### src/rtl/sm_accumulator_pkg.sv
// Shared types and defaults for the bit-serial sign-magnitude accumulator.
package sm_acc_pkg;

    typedef enum logic [1:0] {
        IDLE  = 2'd0,
        SHIFT = 2'd1,
        DONE  = 2'd2
    } state_t;

    localparam int DEF_WIDTH     = 4;
    localparam int DEF_ACC_WIDTH = 8;

    // Bit counter must hold values 0..acc_width.
    function automatic int cnt_width(input int acc_width);
        return $clog2(acc_width + 1);
    endfunction

endpackage

### src/rtl/sm_accumulator_adder.sv
// One-bit full adder cell used by the serial accumulation datapath.
module serial_full_adder (
    input  logic a,
    input  logic b,
    input  logic cin,
    output logic s,
    output logic cout
);

    assign s    = a ^ b ^ cin;
    assign cout = (a & b) | (cin & (a ^ b));

endmodule

### src/rtl/sm_accumulator.sv
// Bit-serial signed accumulator: adds a sign-magnitude operand into a
// two's-complement running total, one bit per cycle, LSB first.
module sm_accumulator
    import sm_acc_pkg::*;
#(
    parameter int WIDTH     = DEF_WIDTH,
    parameter int ACC_WIDTH = DEF_ACC_WIDTH
) (
    input  logic                 clk,
    input  logic                 rst,
    input  logic                 in_valid,
    output logic                 in_ready,
    input  logic [WIDTH-1:0]     mag,
    input  logic                 sign,
    input  logic                 clear,
    output logic [ACC_WIDTH-1:0] acc_result,
    output logic                 acc_sign,
    output logic                 out_valid,
    output logic                 overflow
);

    localparam int CNT_W = cnt_width(ACC_WIDTH);

    state_t               state_q, state_d;
    logic [ACC_WIDTH-1:0] acc_q, acc_d;
    logic [ACC_WIDTH-1:0] op_q, op_d;
    logic                 carry_q, carry_d;
    logic [CNT_W-1:0]     cnt_q, cnt_d;
    logic [ACC_WIDTH-1:0] result_q, result_d;
    logic                 sign_q, sign_d;
    logic                 ovf_q, ovf_d;
    logic                 out_valid_q, out_valid_d;

    logic [ACC_WIDTH-1:0] mag_ext;
    logic [ACC_WIDTH-1:0] operand_in;
    logic [ACC_WIDTH-1:0] acc_next;
    logic                 fa_s;
    logic                 fa_cout;
    logic                 last_bit;

    assign mag_ext    = {{(ACC_WIDTH-WIDTH){1'b0}}, mag};
    assign operand_in = sign ? -mag_ext : mag_ext;

    // acc_q doubles as the total: after ACC_WIDTH rotations every bit is back in place.
    serial_full_adder u_fa (
        .a    (acc_q[0]),
        .b    (op_q[0]),
        .cin  (carry_q),
        .s    (fa_s),
        .cout (fa_cout)
    );

    assign acc_next = {fa_s, acc_q[ACC_WIDTH-1:1]};
    assign last_bit = (cnt_q == CNT_W'(ACC_WIDTH - 1));
    assign in_ready = (state_q == IDLE) & ~clear;

    // NOTE: every variable gets a default at the top so no path leaves it unassigned (no latches).
    always_comb begin
        state_d     = state_q;
        acc_d       = acc_q;
        op_d        = op_q;
        carry_d     = carry_q;
        cnt_d       = cnt_q;
        result_d    = result_q;
        sign_d      = sign_q;
        ovf_d       = ovf_q;
        out_valid_d = 1'b0;

        case (state_q)
            IDLE: begin
                if (in_valid && in_ready) begin
                    op_d    = operand_in;
                    carry_d = 1'b0;
                    cnt_d   = '0;
                    state_d = SHIFT;
                end
            end
            SHIFT: begin
                acc_d   = acc_next;
                op_d    = {op_q[0], op_q[ACC_WIDTH-1:1]};
                carry_d = fa_cout;
                cnt_d   = cnt_q + CNT_W'(1);
                if (last_bit) begin
                    // On the MSB, carry_q is the carry in and fa_cout the carry out.
                    state_d     = DONE;
                    sign_d      = acc_next[ACC_WIDTH-1];
                    result_d    = acc_next[ACC_WIDTH-1] ? -acc_next : acc_next;
                    ovf_d       = ovf_q | (carry_q ^ fa_cout);
                    out_valid_d = 1'b1;
                end
            end
            DONE: begin
                state_d = IDLE;
            end
            default: begin
                state_d = IDLE;
            end
        endcase

        if (clear) begin
            state_d     = IDLE;
            acc_d       = '0;
            result_d    = '0;
            sign_d      = 1'b0;
            ovf_d       = 1'b0;
            out_valid_d = 1'b0;
        end
    end

    // NOTE: state registers use non-blocking assignments so all flops update together.
    always_ff @(posedge clk) begin
        if (rst) begin
            state_q     <= IDLE;
            acc_q       <= '0;
            op_q        <= '0;
            carry_q     <= 1'b0;
            cnt_q       <= '0;
            result_q    <= '0;
            sign_q      <= 1'b0;
            ovf_q       <= 1'b0;
            out_valid_q <= 1'b0;
        end else begin
            state_q     <= state_d;
            acc_q       <= acc_d;
            op_q        <= op_d;
            carry_q     <= carry_d;
            cnt_q       <= cnt_d;
            result_q    <= result_d;
            sign_q      <= sign_d;
            ovf_q       <= ovf_d;
            out_valid_q <= out_valid_d;
        end
    end

    assign acc_result = result_q;
    assign acc_sign   = sign_q;
    assign overflow   = ovf_q;
    assign out_valid  = out_valid_q;

endmodule

### config.mk
export PLATFORM = sky130hd
export DESIGN_NAME = sm_accumulator
export DESIGN_NICKNAME = d
export VERILOG_FILES = /design/src/rtl/sm_accumulator_pkg.sv /design/src/rtl/sm_accumulator_adder.sv /design/src/rtl/sm_accumulator.sv
export SDC_FILE = /design/constraint.sdc
export NUM_CORES = 1
export LEC_CHECK = 0
export ABC_CLOCK_PERIOD_IN_PS = 3450
export CAP_MARGIN = 20
export CORE_MARGIN = 4
export CORE_UTILIZATION = 46
export CTS_CLUSTER_DIAMETER = 100
export CTS_CLUSTER_SIZE = 10
export DETAILED_ROUTE_END_ITERATION = 6
export PLACE_DENSITY = 0.66
export SLEW_MARGIN = 20
export SYNTH_ARGS = -nofsm -noshare
export SYNTH_HDL_FRONTEND = slang
export SYNTH_SLANG_ARGS = --single-unit
### constraint.sdc
create_clock -name clk -period 3.45 [get_ports clk]
set_clock_uncertainty 0.1 [all_clocks]
set_input_delay 1.035 -clock clk [delete_from_list [all_inputs] [get_ports clk]]
set_output_delay 1.035 -clock clk [all_outputs]
set_load 0.1 [all_outputs]
==> run metrics <==
Sink Count 34; Initial DRC Count 79; routability cong. 0.767; Die W 65.9 µm; Comb pwr share 9.1%; Power Total 0.000695 W; YS warnings 0; share of layout cells above drive strength 1 14.6%; WHS Endpoint op_q[2]; Remaining DRCs 0; async set or reset register ratio after synthesis 0%; maxcap violations 0; row cnt 20; Net Sw Frac 24.6%; P_int 0.000524 W; Root Driver clkbuf_4; synthesized cell area 1540 µm²; Post-DRT Antenna Nets 0; vias in the first global route 1139; #FFs+latches synth 34; largest net degree at the start of global routing 23; initial antenna violation count 0; Reg2Reg Depth 4; share of the synthesized area in the top cell type 44.2%; FF-to-FF End acc_result[4]; Placed Area 1740 µm²; Inserted Clock Buffers 5; IO Port Bufs 20; # diodes 0; CTS tree yes; EDFF count, synth 0; run status finished clean; Synth-to-Final Area Change 16.7%; routed wl met3 175 µm; fmax 323 MHz; setup total negative slack 0 ns; most instantiated cells after synthesis dfxtp_1 (34), a21oi_1 (26), nand2_1 (25); final cycle utilization of the critical path 89.7%; clock buffer depth 2; final WL 3030 µm; CP arrival 1.96 ns; Final Setup Violations 0; Via Count 1266; Crit Path Category input port to primary output; H-Tree Level Count 2; slew at the pin with the worst max-slew slack 0.675 ns; postcts setup bufs 0; Post-Syn Nets 193; Distinct cells, synth 33; leakage power 0.665 nW; register area share after synthesis 44.2%; Non-Filler Instances 242; P per Cell Area 387 nW/µm²; Rel. slew slack 55.0%; Crit. End Element primary output; post-layout instance area 1800 µm²; Mapped Cells 179; effective utilization at floorplan 49.2%; worst hold path cell count 2; Slew Viols, Final 0; Tmin final 3.09 ns; met1 WL 1430 µm; DR WL met2 1370 µm; Routed WL per cell 12.5 µm; Fin Hold WS 0.354 ns; Clk network pwr share 33.0%; RSZ-0062 raised after global routing false; Post-Syn Area per Cell 8.60 µm²; Reg power frac 57.9%; peak supply drop 0.206 mV; Worst-path clk slew 0.10 ns; RR Startpoint carry_q; reg2reg setup slack 1.64 ns; post-CTS sizing 0; hold_buf cts 0; Synth area leader dfxtp_1; Max Used Layer met4; HP Start op_q[3]; placed instance count 234; GR Util All Layers 15.3%; Post-DP HPWL 2190 µm; final net count 211; FILL cells 289; vias per cell 5.23; CP Launch Type input port; Die Area 4340 µm²; Critical Path Fanout Max 4; worst skew pair latency 0.34 ns; dominant synthesized flop cell dfxtp_1; sw power 0.000171 W; Final Hold Viols 0; drt first pass iters 4; Core Region 3130 µm²; Worst Hold Class flip-flop to flip-flop; most frequent cell after synthesis dfxtp_1; leading post-synthesis cells by cell area dfxtp_1 (44%), a21oi_1 (8.4%), nand2_1 (6.1%); first-pass GRT wire length 5040 µm; grt total ovfl 0; num ports 21; worst path required time 2.31 ns; Die H 65.9 µm
[registers in the layout, summed over array words and instances (netlist names), 2 cells and up]
| name | flops |
|---|---|
| state_q | 2 |
| acc_q | 8 |
| acc_result | 8 |
| cnt_q | 4 |
| op_q | 8 |
[cell usage in the layout, fill, tap and decap left out]
cell type        instances
a211oi_1                 3
a21boi_0                 1
a21o_1                   1
a21o_2                   2
a21oi_1                 26
a22oi_1                  9
and2b_2                  1
buf_12                   1
buf_4                   12
clkbuf_1                 1
clkbuf_4                 5
clkbuf_8                 1
clkdlybuf4s50_1          8
clkinv_2                 1
dfxtp_1                 34
fa_1                     1
ha_1                     4
inv_1                    5
mux2i_1                  3
nand2_1                 25
nand2b_1                 3
nand3_1                  1
nand3b_1                 2
nand4_1                  1
nor2_1                  17
nor2_4                   2
nor2b_1                  1
nor3_1                   4
nor3_2                   1
nor4b_4                  1
o21ai_0                  9
o31ai_1                  2
or2_0                    1
or2_2                    1
or3_4                    1
xnor2_1                  3
xor2_1                   4
[worst max-delay path by stage]
stage | start | end | cells after the start
floorplan | clear | in_ready | 1
global placement | clear | in_ready | 3
detailed placement | clear | in_ready | 3
CTS | clear | in_ready | 3
global route | clear | in_ready | 3
finish | clear | in_ready | 3
[power by group through the flow]
stage               clock, W  combinational (W)  sequential [W]
global route        0.000259          0.0000695        0.000404
detailed placement         0          0.0000637        0.000411
floorplan                  0          0.0000430        0.000410
finish              0.000229          0.0000633        0.000402
global placement           0          0.0000620        0.000411
CTS                 0.000237          0.0000638        0.000402
[logic make-up (layout without fill, tap and decap cells)]
logic type / Yosys count / in the layout / synth area share (%)
AOI/OAI and AO/OA: 53 / 53 / 20.3
xor gates and xnor gates: 7 / 7 / 3.98
adders and majority gates: 5 / 5 / 4.55
buffers and inverters: 15 / 34 / 4.71
DFF: 34 / 34 / 44.2
muxes: 3 / 3 / 1.95
and+or+nand+nor: 62 / 62 / 20.3
[layout make-up]
class / count / area, µm² / area share, %
tap: 44 / 55.1 / 3.06
multi-input combinational: 130 / 792 / 44.1
sequential: 34 / 681 / 37.9
clock buffer: 7 / 55.1 / 3.06
clock inverter: 1 / 5.00 / 0.279
inverter: 5 / 18.8 / 1.04
timing repair buffer: 21 / 190 / 10.6
[routing by layer]
| layer | track usage, % | up-vias |
|---|---|---|
| met5 | 0 | - |
| met2 | 23.8 | 21 |
| met4 | 6.22 | 0 |
| met1 | 18.5 | 590 |
| met3 | 6.29 | 5 |
| li1 | - | 650 |
[per-stage QoR]
stage               worst slack [ns]  utilization, %
global placement               0.371            55.5
finish                         0.356            57.4
floorplan                      0.119               -
CTS                            0.339            57.4
detailed placement             0.339            55.5
global route                   0.315            57.4
[worst max-delay path, stage by stage]
cell and delay (ns):
clkdlybuf4s50_1 0.49, nor3_2 0.22, buf_12 0.21
Note: power is estimated with default switching activity, not from simulation.
==> edit, RTL diff (same flow settings) <==
The 3 states of `state_t` get a one-hot encoding in 3 bits.
--- a/src/rtl/sm_accumulator_pkg.sv
+++ b/src/rtl/sm_accumulator_pkg.sv
@@ -1,10 +1,10 @@
 // Shared types and defaults for the bit-serial sign-magnitude accumulator.
 package sm_acc_pkg;
 
-    typedef enum logic [1:0] {
-        IDLE  = 2'd0,
-        SHIFT = 2'd1,
-        DONE  = 2'd2
+    typedef enum logic [2:0] {
+        IDLE  = 3'b001,
+        SHIFT = 3'b010,
+        DONE  = 3'b100
     } state_t;
 
     localparam int DEF_WIDTH     = 4;
Formal check against the unedited RTL: same outputs for any inputs over 10 cycles, from zero or initial values and one cycle with rst high; not proved beyond that.
==> edit against the original RTL <==
  * Wire length increased by 5.9%
  * Final area increased by 4.2%
  * Total power increased by 0.99%
  * Critical endpoint unchanged
  * Sequential cell count increased by 1
  * Setup slack got worse by 0.11 ns
  * Area after synthesis increased by 4.2%
  * Sequential share of layout area decreased by 0.48 points
  * Count of clock-buffer cells in the layout decreased by 1
==> edit: results (changes against the original RTL) <==
[final_layout]
seq_area_sq_um=701  ; +2.9%
nFillCells=328  ; +13%
final_layout_size_suffix_gt1_frac=0.142  ; -0.00431

[logic_synthesis]
synth_mux_area_frac=0.0187  ; -0.000790
synthAdderAreaFrac=0.0436  ; -0.00184
synth_nets=198  ; +2.6%
synth_cell_type_count=40  ; +21%
synth_xor_xnor_area_share=0.0382  ; -0.00161
yosysSeqAreaShare=0.436  ; -0.00544
synth-compound-area-share=0.216  ; +0.0128
synth_common_cells=dfxtp_1 (35), nand2_1 (27), a21oi_1 (21)
synth_area_leaders=dfxtp_1 (44%), a21oi_1 (6.5%), nand2_1 (6.3%)
syn_avg_cell_area_sq_um=8.72  ; +1.4%

[place]
dp.cells=243  ; +3.8%
routabilityCongestion=0.827  ; +7.8%
pre_cts_ws_ns=0.255  ; -0.0839 ns
place_area_sq_mm=0.00182  ; +4.6%
hpwlAfterDp_um=2310  ; +5.8%

[routing]
drt-met1-wl_um=1500  ; +5.2%
wl_met3_um=204  ; +17%
drtIter0Drc=51  ; -35%
wl_per_cell_um=12.9  ; +2.5%
ant_nets=0  ; unchanged
routed_wl_um=3210  ; +5.9%
vias_per_cell=5.30  ; +1.4%

[clocking]
cts_buffers=5  ; unchanged
cts_resized=0  ; unchanged
cts_setup_buffers=0  ; unchanged
cts.clk_slew.worst_paths_ns=0.09

[sta]
tightest_slew_ns=0.786  ; +0.111 ns

[min_path]
worstHoldPathType=flip-flop to flip-flop

[global_routing]
grt_pass1_wl_um=5760  ; +14%
grt_max_degree=22  ; -4.3%
gr-usage-met3=0.0573  ; -0.00559
grt_util_met1=0.208  ; +0.0236
met2_usage=0.267  ; +0.0297
grt_pass1_vias=1287  ; +13%
grt_usage=0.170  ; +0.0175

[power_and_ir_drop]
leakage_nw=0.707  ; +6.4%
pwr-share-clk=0.319  ; -0.011
p_seq_mw=0.414  ; +3%
p_sw_mw=0.169  ; -1.3%
irDropWorstVdd_mv=0.246  ; +19%

[setup_path]
rr_worst_depth=4  ; unchanged
critical_path_arrival_ns=2.06  ; +0.10 ns

[status]
status=finished, final reports clean

edit: cell types whose count changed in the layout (fill, tap and decap cells not counted), moves of 4 or more:
cell      unedited run  this run
o21ai_0              9         4
a22oi_1              9         5
a21oi_1             26        21
o211ai_1             0         4
edit: final timing paths:
kind,endpoint,slack (ns),start
max,in_ready,0.25,clear
min,op_q[1],0.36,op_q[1]
max reg2reg,acc_result[0],1.46,state_q[1]
min reg2reg,op_q[1],0.36,op_q[1]
edit: kinds of logic after synthesis:
logic type,after synthesis
xor+xnor,7
mux,3
flops,35
fa+ha+maj,5
simple gates,64
compound gates,54
buf+inv,16
edit: final cells by class:
| type | count | area share |
|---|---|---|
| clock inverter | 1 | 0.00267 |
| multi-input combinational | 133 | 0.444 |
| tap | 46 | 0.0307 |
| sequential | 35 | 0.374 |
| inverter | 6 | 0.0120 |
| clock buffer | 6 | 0.0274 |
| timing repair buffer | 23 | 0.110 |
edit: worst max-delay path, stage by stage:
cell,delay [ns]
clkdlybuf4s50_1,0.49
nor4b_4,0.32
buf_12,0.22
